**config.mk**
```make
export PLATFORM = sky130hd
export DESIGN_NAME = pll_lock_sequencer
export DESIGN_NICKNAME = d
export VERILOG_FILES = /design/src/rtl/pll_lock_sequencer.sv
export SDC_FILE = /design/constraint.sdc
export NUM_CORES = 1
export LEC_CHECK = 0
export BUFFER_PORTS_ARGS = -buffer_cell sky130_fd_sc_hd__buf_4
export CAP_MARGIN = 40
export CORE_MARGIN = 1.5
export CORE_UTILIZATION = 66
export CTS_BUF_LIST = sky130_fd_sc_hd__clkbuf_8
export CTS_CLUSTER_SIZE = 10
export DETAILED_ROUTE_END_ITERATION = 12
export PLACE_DENSITY = 0.87
export RECOVER_POWER = 25
export SYNTH_ARGS = -nofsm -noshare
export SYNTH_HDL_FRONTEND = slang
export SYNTH_SLANG_ARGS = --single-unit
```
**constraint.sdc**
```tcl
create_clock -name clk -period 5.3 [get_ports clk]
set_input_delay 0.53 -clock clk [delete_from_list [all_inputs] [get_ports clk]]
set_output_delay 0.53 -clock clk [all_outputs]
set_load 0.02 [all_outputs]
```
**src/rtl/pll_lock_sequencer.sv**
```systemverilog
// PLL supervisor: pulses the PLL reset, qualifies lock, and releases the camera
// and Sobel resets in stages; retries on lock timeout and latches a fault.
module pll_lock_sequencer #(
    parameter int RST_PULSE      = 16,
    parameter int LOCK_TIMEOUT   = 65536,
    parameter int STABLE_CYCLES  = 1024,
    parameter int STAGGER_CYCLES = 256,
    parameter int MAX_RETRY      = 7
) (
    input  logic       clk,
    input  logic       rst_n,
    input  logic       pll_locked,
    output logic       pll_rst,
    output logic       cam_rst_n,
    output logic       sys_rst_n,
    output logic       ready,
    output logic       fault,
    output logic [2:0] retry_cnt,
    output logic [2:0] state_dbg
);

    localparam int MAX_AB = (RST_PULSE > LOCK_TIMEOUT) ? RST_PULSE : LOCK_TIMEOUT;
    localparam int MAX_CD = (STABLE_CYCLES > STAGGER_CYCLES) ? STABLE_CYCLES : STAGGER_CYCLES;
    localparam int MAX_ALL = (MAX_AB > MAX_CD) ? MAX_AB : MAX_CD;
    localparam int CW = (MAX_ALL > 2) ? $clog2(MAX_ALL) : 1;

    localparam logic [CW-1:0] RST_LAST = CW'(RST_PULSE - 1);
    localparam logic [CW-1:0] TO_LAST  = CW'(LOCK_TIMEOUT - 1);
    localparam logic [CW-1:0] STB_LAST = CW'(STABLE_CYCLES - 1);
    localparam logic [CW-1:0] STG_LAST = CW'(STAGGER_CYCLES - 1);
    localparam logic [2:0]    MAXR     = 3'(MAX_RETRY);

    localparam logic [2:0] S_RESET_PLL = 3'd0;
    localparam logic [2:0] S_WAIT_LOCK = 3'd1;
    localparam logic [2:0] S_STABILIZE = 3'd2;
    localparam logic [2:0] S_STAGGER   = 3'd3;
    localparam logic [2:0] S_RUN       = 3'd4;
    localparam logic [2:0] S_FAULT     = 3'd5;

    logic [2:0]    state;
    logic [CW-1:0] cnt;
    logic          sync1, lock_s;

    assign state_dbg = state;

    // pll_locked comes from the PLL domain; only lock_s is used past here
    always_ff @(posedge clk or negedge rst_n) begin
        if (!rst_n) begin
            sync1  <= 1'b0;
            lock_s <= 1'b0;
        end else begin
            sync1  <= pll_locked;
            lock_s <= sync1;
        end
    end

    always_ff @(posedge clk or negedge rst_n) begin
        if (!rst_n) begin
            state     <= S_RESET_PLL;
            cnt       <= '0;
            retry_cnt <= 3'd0;
            pll_rst   <= 1'b1;
            cam_rst_n <= 1'b0;
            sys_rst_n <= 1'b0;
            ready     <= 1'b0;
            fault     <= 1'b0;
        end else begin
            case (state)
                S_RESET_PLL: begin
                    if (cnt == RST_LAST) begin
                        pll_rst <= 1'b0;
                        cnt     <= '0;
                        state   <= S_WAIT_LOCK;
                    end else begin
                        cnt <= cnt + 1'b1;
                    end
                end
                S_WAIT_LOCK: begin
                    // lock wins over a coincident timeout
                    if (lock_s) begin
                        cnt   <= '0;
                        state <= S_STABILIZE;
                    end else if (cnt == TO_LAST) begin
                        cnt     <= '0;
                        pll_rst <= 1'b1;
                        if (retry_cnt < MAXR) begin
                            retry_cnt <= retry_cnt + 3'd1;
                            state     <= S_RESET_PLL;
                        end else begin
                            fault <= 1'b1;
                            state <= S_FAULT;
                        end
                    end else begin
                        cnt <= cnt + 1'b1;
                    end
                end
                S_STABILIZE: begin
                    if (!lock_s) begin
                        cnt   <= '0;
                        state <= S_WAIT_LOCK;
                    end else if (cnt == STB_LAST) begin
                        cam_rst_n <= 1'b1;
                        cnt       <= '0;
                        state     <= S_STAGGER;
                    end else begin
                        cnt <= cnt + 1'b1;
                    end
                end
                S_STAGGER, S_RUN: begin
                    // lock loss tears down both domains but leaves the PLL running
                    if (!lock_s) begin
                        cam_rst_n <= 1'b0;
                        sys_rst_n <= 1'b0;
                        ready     <= 1'b0;
                        cnt       <= '0;
                        state     <= S_WAIT_LOCK;
                    end else if (state == S_STAGGER) begin
                        if (cnt == STG_LAST) begin
                            sys_rst_n <= 1'b1;
                            ready     <= 1'b1;
                            retry_cnt <= 3'd0;
                            cnt       <= '0;
                            state     <= S_RUN;
                        end else begin
                            cnt <= cnt + 1'b1;
                        end
                    end
                end
                S_FAULT: begin
                    pll_rst   <= 1'b1;
                    cam_rst_n <= 1'b0;
                    sys_rst_n <= 1'b0;
                    ready     <= 1'b0;
                    fault     <= 1'b1;
                end
                default: begin
                    state     <= S_RESET_PLL;
                    cnt       <= '0;
                    pll_rst   <= 1'b1;
                    cam_rst_n <= 1'b0;
                    sys_rst_n <= 1'b0;
                    ready     <= 1'b0;
                    fault     <= 1'b0;
                end
            endcase
        end
    end

endmodule
```
== Word level (Yosys, flattened, before mapping) ==
Cells that the tools add are included.
W data, S select, Z words.

* Bits in registers: 28
* Input port bits: 3
* Output and inout port bits: 11
* Logic and storage cells: 97

* Add/subtract/negate cells: 2
* Order comparisons: 1
* Equality and inequality tests: 24
* Multiplexer cells: 42
* Bitwise gates (word level): 5
* Reduce and logical (&&, ||, !) cells: 14

{| class="wikitable"
|+ Operators by type and width
! kind !! number
|-
| $mux W16 || 8
|-
| $pmux W16 S5 || 1
|-
| $mux W3 || 15
|-
| $ne A2 B2 Y1 const B || 11
|-
| $add A16 B1 Y16 const B || 1
|-
| $eq A16 B10 Y1 const B || 1
|-
| $eq A16 B16 Y1 const B || 1
|-
| $eq A16 B4 Y1 const B || 1
|-
| $eq A16 B8 Y1 const B || 1
|-
| $pmux W3 S5 || 1
|-
| $mux W1 || 12
|-
| $ne A3 B3 Y1 const B || 4
|-
| $reduce_and A4 Y1 || 3
|-
| $pmux W1 S3 || 3
|-
| $reduce_and A7 Y1 || 1
|-
| $eq A3 B2 Y1 const B || 2
|-
| $eq A3 B3 Y1 const B || 2
|-
| $pmux W3 S2 || 1
|-
| $reduce_and A6 Y1 || 1
|-
| $reduce_or A3 Y1 || 2
|-
| $not A1 Y1 || 5
|-
| $reduce_or A2 Y1 || 2
|-
| $reduce_or A4 Y1 || 1
|-
| $add A3 B1 Y3 const B || 1
|-
| other kinds (7) || 7
|}

== Longest topological paths before layout ==
Gate-level depths: netlist of run 1.

* Depth in word-level cells: 5
* Mapped depth: 8
* Gate-level depth less buffers: 7

== Worst setup path before layout of run 1 ==
No wires, ideal clock.

* Path kind: register -> register
* From: register cnt[10]
* To: register cnt[10]
* Setup time: 0.118 ns
* Arrival time: 2.208 ns
* Required time: 5.182 ns
* Setup slack: 2.974 ns
* Stages on the path, launching flop included: 8
* Buffers on the path: 1
* Period minus slack after synthesis: 2.326 ns
* Cells stage by stage: dfrtp_1 or4_4 nor4_1 o22ai_2 o31ai_4 buf_6 nor3_1 a21o_1

* Word-level cells in the longest chain between the ends: 5
* Elaborated cells between the ends (all ways): 14
* Those cells by class: add/sub (1); eq/ne (4); mux (9)

{| class="wikitable"
|+ RTL lines
! element !! RTL line !! source
|-
| start, declared || 41 || <nowiki>logic [CW-1:0] cnt;</nowiki>
|-
| start signal, assigned || 75 || <nowiki>cnt <= cnt + 1'b1;</nowiki>
|-
| start signal, assigned || 94 || <nowiki>cnt <= cnt + 1'b1;</nowiki>
|-
| start signal, assigned || 106 || <nowiki>cnt <= cnt + 1'b1;</nowiki>
|-
| $add A16 B1 Y16 or $eq A16 B8 Y1 (tied branches) || -- ||
|-
| $mux W16 || 118 || <nowiki>if (cnt == STG_LAST) begin</nowiki>
|-
| $mux W16 || 117 || <nowiki>end else if (state == S_STAGGER) begin</nowiki>
|-
| $mux W16 || 111 || <nowiki>if (!lock_s) begin</nowiki>
|-
| $pmux W16 S5 * || 68 || <nowiki>case (state)</nowiki>
|}

Mark *: on every way between the ends. The rest lies on a longest branch, timed or not. The select of a mux whose other input is x is not followed.
A chain may end at the register's enable or synchronous reset.

== Worst setup path in the final report of run 1 ==
Ends and elaborated chain as after synthesis.

==> results of run 1 <==
through the flow:
step	std cells	util, %	instance area [µm²]	hold WS (ps)
global route	225	74.0	1820	369
CTS	225	74.1	1820	157
floorplan	186	-	1690	234
global placement	221	71.9	1760	336
finish	225	74.0	1820	362
detailed placement	221	71.9	1760	346
registers in the layout, indices dropped and copies added, names as in the netlist:
register,count
state_dbg,3
lock_s,1
pll_rst,1
retry_cnt,3
ready,1
fault,1
cnt,16
cam_rst_n,1
sync1,1
worst reg2reg max path, stage by stage (launching register included):
cell	delay [ps]
dfrtp_1	450
or4_4	600
nor4_1	370
o22ai_2	190
o31ai_4	650
o21ai_0	210
a21o_1	200
cell usage in the layout (no fill, tap or decap), drive strengths merged, types with 2 or more instances in the layout:
cell and n:
a21o 6, a21oi 9, a31oi 2, and3 7, buf 11, clkbuf 6
dfrtp 27, ha 2, inv 7, nand2 11, nand3 12, nand4 6
nor2 16, nor3 4, nor3b 5, nor4 7, o21ai 25, o22ai 3
o31ai 2, o32ai 7, or3 5, or4 3
area by class of cell:
| class | instances | area [µm²] |
|---|---|---|
| Multi-Input combinational cell | 143 | 901 |
| Inverter | 7 | 26.3 |
| Fill cell | 173 | 639 |
| Timing Repair Buffer | 13 | 93.8 |
| Sequential cell | 28 | 702 |
| Tap cell | 30 | 37.5 |
| Clock buffer | 4 | 55.1 |
cell families after synthesis:
kind of cell | after synthesis
compound gates | 58
simple gates | 81
mux | 1
buf+inv | 15
fa+ha+maj | 2
flops | 28
xor+xnor | 1
power by group:
group | internal (mW) | switching (mW) | leakage (nW)
clock | 0.0666 | 0.0663 | 0.0288
sequential | 0.242 | 0.0645 | 0.375
combinational | 0.119 | 0.208 | 0.376
total | 0.427 | 0.339 | 0.780
metal layers:
metal	vias up	track usage, %	share of wire, %	wire, µm
li1	728	-	-	-
met1	748	38.3	44	1660
met2	65	45.1	48	1820
met3	7	3.33	6.2	234
met4	0	12.8	1.7	64
met5	-	0	0	0
how the worst max path moves through the flow:
stage | startpoint | endpoint | slack (ps) | depth (start not counted)
6_report | cnt[10]$_DFFE_PN0P_ | cnt[10]$_DFFE_PN0P_ | 2530 | 6
5_1_grt | cnt[0]$_DFFE_PN0P_ | cnt[13]$_DFFE_PN0P_ | 2320 | 7
4_1_cts | cnt[10]$_DFFE_PN0P_ | cnt[10]$_DFFE_PN0P_ | 2530 | 6
2_1_floorplan | cnt[10]$_DFFE_PN0P_ | cnt[10]$_DFFE_PN0P_ | 2970 | 7
3_3_place_gp | cnt[10]$_DFFE_PN0P_ | cnt[10]$_DFFE_PN0P_ | 2670 | 6
3_5_place_dp | cnt[10]$_DFFE_PN0P_ | cnt[10]$_DFFE_PN0P_ | 2570 | 6
==> results.toml, run 1 <==
[route]
drcViolationCount = 0
ant_nets = 0
dr.pass1.iters = 6
via_per_inst = 6.88
drtIter0Drc = 97
vias = 1548
wl_um = 3790
wire_per_inst_um = 16.8

[global_route]
grt-ovfl-total = 0
grt_antenna_before_repair = 0
grt_start_max_net_pins = 29
grt_pass1_wl_um = 5950
grt_pass1_vias = 1300
grt_use_total_pct = 28.2

[die]
die_width_um = 53.6
core_region_area_um2 = 2450
dieArea_um2 = 2880
die_y_um = 53.6
placementRows = 18
ios = 14
initial_core_util_pct = 68.9

[final_layout]
antennaDiodeCount = 0
fin_nets = 201
layout-drive-gt1-share_pct = 14.9
synthToLayoutAreaGrowth_pct = 7.32

[clock_tree]
cts_buffer_depth = 2
clk_latency_ps = 280
clk_pin_slew_ps = 90
postCtsSetupRepairBufs = 0
cts_hold_buffers = 0
htreeDepth = 1
cts_tree = "done"
root_buffer = "clkbuf_8"
cts_buffers = 3
post_cts_resized = 0
cts_sinks = 28

[yosys]
synthAdderAreaFrac_pct = 1.48
yosys.area.top_type_share_pct = 39.9
yosys.cell_count.top_type = "dfrtp_1"
synthCells = 186
synth_cell_types = 44
synth.area.mux_share_pct = 0.592
netlist_area_um2 = 1690
synth_common_cells = "dfrtp_1 (27), o21ai_0 (25), nor2_1 (16), nand3_1 (12), nand2_1 (11)"
synth_compound_area_share_pct = 22.9
synth-simple-area-share_pct = 27.8
async_reset_ff_share_pct = 100
ys.flop_type = "dfrtp_1"
synth.yosys.seq_area_share_pct = 41.5
yosys.area.top_type = "dfrtp_1"
syn_nets = 191
synth_top_family_by_area = "simple AND/OR/NAND/NOR gates"
ys_ff_latch = 28
synth.avg_cell_area_um2 = 9.09
ys_top_cells_by_area = "dfrtp_1 (40%), o21ai_0 (7.4%), o32ai_1 (3.6%), nand3_1 (3.6%), nor2_1 (3.6%)"
synth_xor_area_share_pct = 0.518
yosys_warnings = 0
synth_edf_count = 0

[placed_design]
place_ws_ps = 2570
gp_congestion = 0.915
hpwl_um = 2670
io_buffers = 13

[power_and_ir_drop]
p_per_area_nw_per_um2 = 422
p_total_mw = 0.765
worst_ir_drop_vdd_uv = 324
p_leak_nw = 0.780

[critical_path]
crit_fanout = 18
critPathMaxStageDelay_ps = 650
path_delay_family = "compound AO/OA/AOI/OAI gates"
worstReg2RegStart = "cnt[10]$_DFFE_PN0P_"
cp-end-kind = "register"
critical_path_class = "reg -> reg"
crit_slowest_cell = "o31ai_4"
r2r_slack_ps = 2530
worstPathCellList = "or4_4 -> nor4_1 -> o22ai_2 -> o31ai_4 -> o21ai_0 -> a21o_1"
setup.worst_path.start_class = "register"
r2r_cells = 6
timing.rr.end = "cnt[10]$_DFFE_PN0P_"
required_ps = 5480
cp.arrival_ps = 2950
crit_buf_inv = 0

[timing]
rsz0062_at_grt = "no"
finalCritPeriodShare_pct = 52.3
finalHoldViolCount = 0
fin_skew_ps = 3.12
final-setup-viol-count = 0
min_period_ps = 2770
slew_violations = 0
maxSlewHeadroom_pct = 4.99
fmax_mhz = 361
tns_ps = 0
worst_slew_pin_slew_ps = 1430
setup_ws_ps = 2530

[flow_run]
cap_violations = 0

[outcome]
status = "finished, final reports clean"

[hold_path]
hp-class = "reg -> reg"
min_from = "sync1$_DFF_PN0_"
holdPathStages = 0
hold_end = "lock_s$_DFF_PN0_"
Note: power is estimated with default switching activity, not from simulation.
==> run 2: changes to the inputs <==
--- a/config.mk
+++ b/config.mk
@@ -8,11 +8,11 @@
 export BUFFER_PORTS_ARGS = -buffer_cell sky130_fd_sc_hd__buf_4
 export CAP_MARGIN = 40
 export CORE_MARGIN = 1.5
-export CORE_UTILIZATION = 66
+export CORE_UTILIZATION = 61
 export CTS_BUF_LIST = sky130_fd_sc_hd__clkbuf_8
 export CTS_CLUSTER_SIZE = 10
 export DETAILED_ROUTE_END_ITERATION = 12
-export PLACE_DENSITY = 0.87
+export PLACE_DENSITY = 0.81
 export RECOVER_POWER = 25
 export SYNTH_ARGS = -nofsm -noshare
 export SYNTH_HDL_FRONTEND = slang
==> constraint.sdc (replaced) <==
create_clock -name clk -period 2.56 [get_ports clk]
set_input_delay 0.256 -clock clk [delete_from_list [all_inputs] [get_ports clk]]
set_output_delay 0.256 -clock clk [all_outputs]
set_load 0.02 [all_outputs]
==> results.toml, run 2 (synthesis results as in run 1) <==
[outcome]
status = "finished, final reports clean"

[global_route]
grt_antenna_before_repair = 0
grt_start_max_net_pins = 29
grt_pass1_vias = 1430
grt-ovfl-total = 0
grt_pass1_wl_um = 6690
grt_use_total_pct = 26.8

[clock_tree]
cts_tree = "done"
cts_buffers = 3
htreeDepth = 1
clk_latency_ps = 270
root_buffer = "clkbuf_8"
cts_sinks = 28
cts_buffer_depth = 2
clk_pin_slew_ps = 90

[critical_path]
setup.worst_path.start_class = "register"
cp-end-kind = "register"
critical_path_class = "reg -> reg"
worstReg2RegStart = "cnt[10]$_DFFE_PN0P_"
required_ps = 2730
cp-startpoint = "cnt[10]$_DFFE_PN0P_"
critPathMaxStageDelay_ps = 570
crit_slowest_cell = "or4_4"
worstPathCellList = "or4_4 -> nor4_1 -> o22ai_2 -> o31ai_4 -> buf_4 -> o21ai_0 -> a21o_1"
cp.arrival_ps = 2600
crit_fanout = 9

[timing]
worst_slew_pin_slew_ps = 1450
timing.hold.ws_ps = 111
finalCritPeriodShare_pct = 94.7
tns_ps = 0
final-setup-viol-count = 0
fin_skew_ps = 5.45
fmax_mhz = 412
maxSlewHeadroom_pct = 3.10
rsz0062_at_grt = "no"
min_period_ps = 2420
slew_violations = 0
finalHoldViolCount = 0

[route]
ant_nets = 0
dr.pass1.iters = 5
wl_um = 3890
drtIter0Drc = 75
drcViolationCount = 0
via_per_inst = 6.53
wire_per_inst_um = 16.3
vias = 1553

[die]
core_region_area_um2 = 2540
die_y_um = 55.7
dieArea_um2 = 3100
ios = 14
die_width_um = 55.7
placementRows = 18
initial_core_util_pct = 66.5

[final_layout]
layout.cells.most_common = "dfrtp_1"
top_register = "cnt"
layout-drive-gt1-share_pct = 19.7
fin_util_pct = 75.1
fin_nets = 214
antennaDiodeCount = 0
final_cell_mix = "dfrtp_1 (27), o21ai_0 (25), buf_4 (23)"
fill_cells = 184
largest_register_ffs = 16
synthToLayoutAreaGrowth_pct = 13.0

[flow_run]
cap_violations = 0

[placed_design]
hpwl_um = 2900
io_buffers = 13
gp_congestion = 0.857

[power_and_ir_drop]
worst_ir_drop_vdd_uv = 1010
p_per_area_nw_per_um2 = 878
p_leak_nw = 0.843

[hold_path]
min_from = "pll_locked"
hp-class = "in -> reg"
run 2: routing by layer:
metal | global-route usage, % | up-vias | share of wire (%)
met5 | 0 | - | 0
met4 | 6.62 | 0 | 1.0
met3 | 2.79 | 6 | 8.3
met2 | 42.2 | 70 | 47
met1 | 39.7 | 719 | 44
li1 | - | 758 | -
run 2: path summary, 6_finish.rpt:
path,end,slack [ps],cells after the start
worst min-delay path,sync1$_DFF_PN0_,110,1
worst max-delay path,cnt[13]$_DFFE_PN0P_,140,7
worst max register to register,cnt[13]$_DFFE_PN0P_,140,7
max in group asynchronous,cnt[15]$_DFFE_PN0P_,860,2
min in group asynchronous,cnt[0]$_DFFE_PN0P_,850,2
worst min register to register,lock_s$_DFF_PN0_,370,0
run 2: final cells by class:
cell class / instances / area [µm²] / area share, %
multi-input combinational: 143 / 907 / 47.4
clock inverter: 1 / 3.75 / 0.196
sequential: 28 / 702 / 36.7
timing repair buffer: 26 / 194 / 10.1
tap: 30 / 37.5 / 1.96
inverter: 7 / 26.3 / 1.37
clock buffer: 3 / 41.3 / 2.16
run 2: worst max-delay path, delay by kind of cell, from the launching register on:
kind            cells  cell delay [ps]
compound gates      4              760
simple gates        2              950
buf+inv             1              190
flops               1              400
run 2: what timing repair did:
item,CTS,global route
setup endpoints to repair,0,2
hold buffers,1,0
resized for setup,0,1
buffers inserted,0,0
hold endpoints to repair,27,0
run 2: report_power, final:
part	internal [mW]	total (mW)	leakage, nW	switching [mW]
clock network	0.108	0.239	0.0269	0.131
registers	0.502	0.581	0.375	0.0789
logic	0.347	0.860	0.440	0.513
total	0.956	1.68	0.843	0.723
run 2: through the flow:
| stage | total power [mW] | cell area, µm² | setup slack [ps] | cells |
|---|---|---|---|---|
| final | 1.68 | 1910 | 135 | 238 |
| after global routing | 1.79 | 1910 | 21.1 | 238 |
| after CTS | 1.68 | 1910 | 133 | 238 |
| after detailed placement | 1.44 | 1850 | 188 | 233 |
| after global placement | 1.40 | 1850 | 248 | 233 |
| after floorplan | 1.17 | 1690 | 234 | 186 |
==> run 3: changes to the inputs <==
--- a/config.mk
+++ b/config.mk
@@ -8,11 +8,10 @@
 export BUFFER_PORTS_ARGS = -buffer_cell sky130_fd_sc_hd__buf_4
 export CAP_MARGIN = 40
 export CORE_MARGIN = 1.5
-export CORE_UTILIZATION = 61
+export CORE_UTILIZATION = 45
 export CTS_BUF_LIST = sky130_fd_sc_hd__clkbuf_8
 export CTS_CLUSTER_SIZE = 10
 export DETAILED_ROUTE_END_ITERATION = 12
-export PLACE_DENSITY = 0.81
 export RECOVER_POWER = 25
 export SYNTH_ARGS = -nofsm -noshare
 export SYNTH_HDL_FRONTEND = slang
==> results.toml, run 3 (synthesis results as in run 1) <==
[global_route]
busiest_layer = "met2"
grt_antenna_before_repair = 0
grt-ovfl-total = 0
grt_util_met2_pct = 31.5
grt_pass1_wl_um = 6820
use_met1_pct = 30.6
grt_pass1_vias = 1430
grt_use_total_pct = 20.8
grt_start_max_net_pins = 29
use_met3_pct = 3.17

[route]
wire_per_inst_um = 15.2
drtIter0Drc = 92
via_per_inst = 5.95
dr.pass1.iters = 4
drcViolationCount = 0
ant_nets = 0
wl_um = 3940
vias = 1541

[critical_path]
critPathMaxStageDelay_ps = 540
cp.arrival_ps = 2550
path_delay_family = "simple AND/OR/NAND/NOR gates"
worstPathCellList = "or4_4 -> nor4_4 -> o22ai_2 -> or3_1 -> a21oi_1 -> o21ai_0"
cp-end-kind = "register"
crit_slowest_cell = "or4_4"
crit_cells = 6
setup.worst_path.start_class = "register"
required_ps = 2720
critical_path_class = "reg -> reg"
crit_fanout = 6
r2r_cells = 6
crit_buf_inv = 0

[hold_path]
hp-class = "in -> reg"
holdPathStages = 1

[clock_tree]
htreeDepth = 1
cts_buffers = 3
cts_sinks = 28
clk_latency_ps = 270
root_buffer = "clkbuf_8"
clk_pin_slew_ps = 100
cts_tree = "done"
cts_buffer_depth = 2

[final_layout]
top_register = "cnt"
final_cell_mix = "dfrtp_1 (27), buf_4 (26), o21ai_0 (25)"
fin_nets = 217
layout.cells.most_common = "dfrtp_1"
antennaDiodeCount = 0
largest_register_ffs = 16
layout-drive-gt1-share_pct = 22.3
synthToLayoutAreaGrowth_pct = 16.9
final_area_um2 = 1980

[timing]
final-setup-viol-count = 0
worst_slew_pin_slew_ps = 1460
finalCritPeriodShare_pct = 93.1
finalHoldViolCount = 0
fmax_mhz = 419
min_period_ps = 2380
slew_violations = 0
maxSlewHeadroom_pct = 2.76
timing.hold.ws_ps = 101
fin_skew_ps = 1.98

[placed_design]
gp_congestion = 0.856
io_buffers = 13
hpwl_um = 2930
postPlaceCellArea_um2 = 1900

[die]
initial_core_util_pct = 46.6
die_width_um = 64.3
die_y_um = 64.3
placementRows = 22
core_region_area_um2 = 3630
ios = 14
dieArea_um2 = 4140

[power_and_ir_drop]
p_leak_nw = 0.860
p_per_area_nw_per_um2 = 877
worst_ir_drop_vdd_uv = 381

[outcome]
status = "finished, final reports clean"

[flow_run]
cap_violations = 0
==> run 3: cell types whose count changed in the layout (fill, tap and decap cells not counted), sizes merged <==
| cell | before | now |
|---|---|---|
| inv | 8 | 7 |
| clkbuf | 5 | 6 |
| buf | 23 | 26 |
==> run 3: final cells by class <==
cell class | instances | area (µm²)
flip-flops and latches | 28 | 702
clock buffers | 4 | 55.1
repair buffers | 29 | 216
fillers | 347 | 1660
well taps | 48 | 60.1
multi-input cells | 143 | 918
inverters | 7 | 26.3
==> run 3: power by group <==
group          internal, mW  switching (mW)  total (mW)
logic                 0.367           0.509       0.877
clock network         0.138           0.142       0.280
registers             0.502          0.0751       0.577
total                  1.01           0.727        1.73
==> run 3: worst paths after layout <==
| check | to | slack (ps) | from |
|---|---|---|---|
| setup / recovery | cnt[15]$_DFFE_PN0P_ | 180 | cnt[13]$_DFFE_PN0P_ |
| hold / removal | sync1$_DFF_PN0_ | 100 | pll_locked |
| setup reg to reg | cnt[15]$_DFFE_PN0P_ | 180 | cnt[13]$_DFFE_PN0P_ |
| hold reg to reg | lock_s$_DFF_PN0_ | 380 | sync1$_DFF_PN0_ |
| max in group asynchronous | lock_s$_DFF_PN0_ | 870 | rst_n |
| min in group asynchronous | cnt[0]$_DFFE_PN0P_ | 850 | rst_n |
==> run 3: what timing repair did <==
action                                  CTS  global route
gates resized for setup                   0             3
endpoints found under the setup margin    0             3
endpoints found under the hold margin    27             0
hold buffers                              1             0
buffers inserted                          0             0
==> run 3: metrics by stage <==
step	worst slack, ps	TNS [ps]	instances	utilization, %	power (mW)
4_1_cts	95.8	0	259	54.1	1.73
6_report	176	0	259	54.4	1.73
3_5_place_dp	163	0	254	52.3	1.45
5_1_grt	-7.63	-12.1	259	54.4	1.87
2_1_floorplan	234	0	186	-	1.17
3_3_place_gp	194	0	254	52.3	1.44
==> run 3: layer usage <==
layer | share of wire (%) | wire length (µm)
met1 | 50 | 1960
met2 | 45 | 1780
met3 | 4.3 | 170
met4 | 0.71 | 28
met5 | 0 | 0
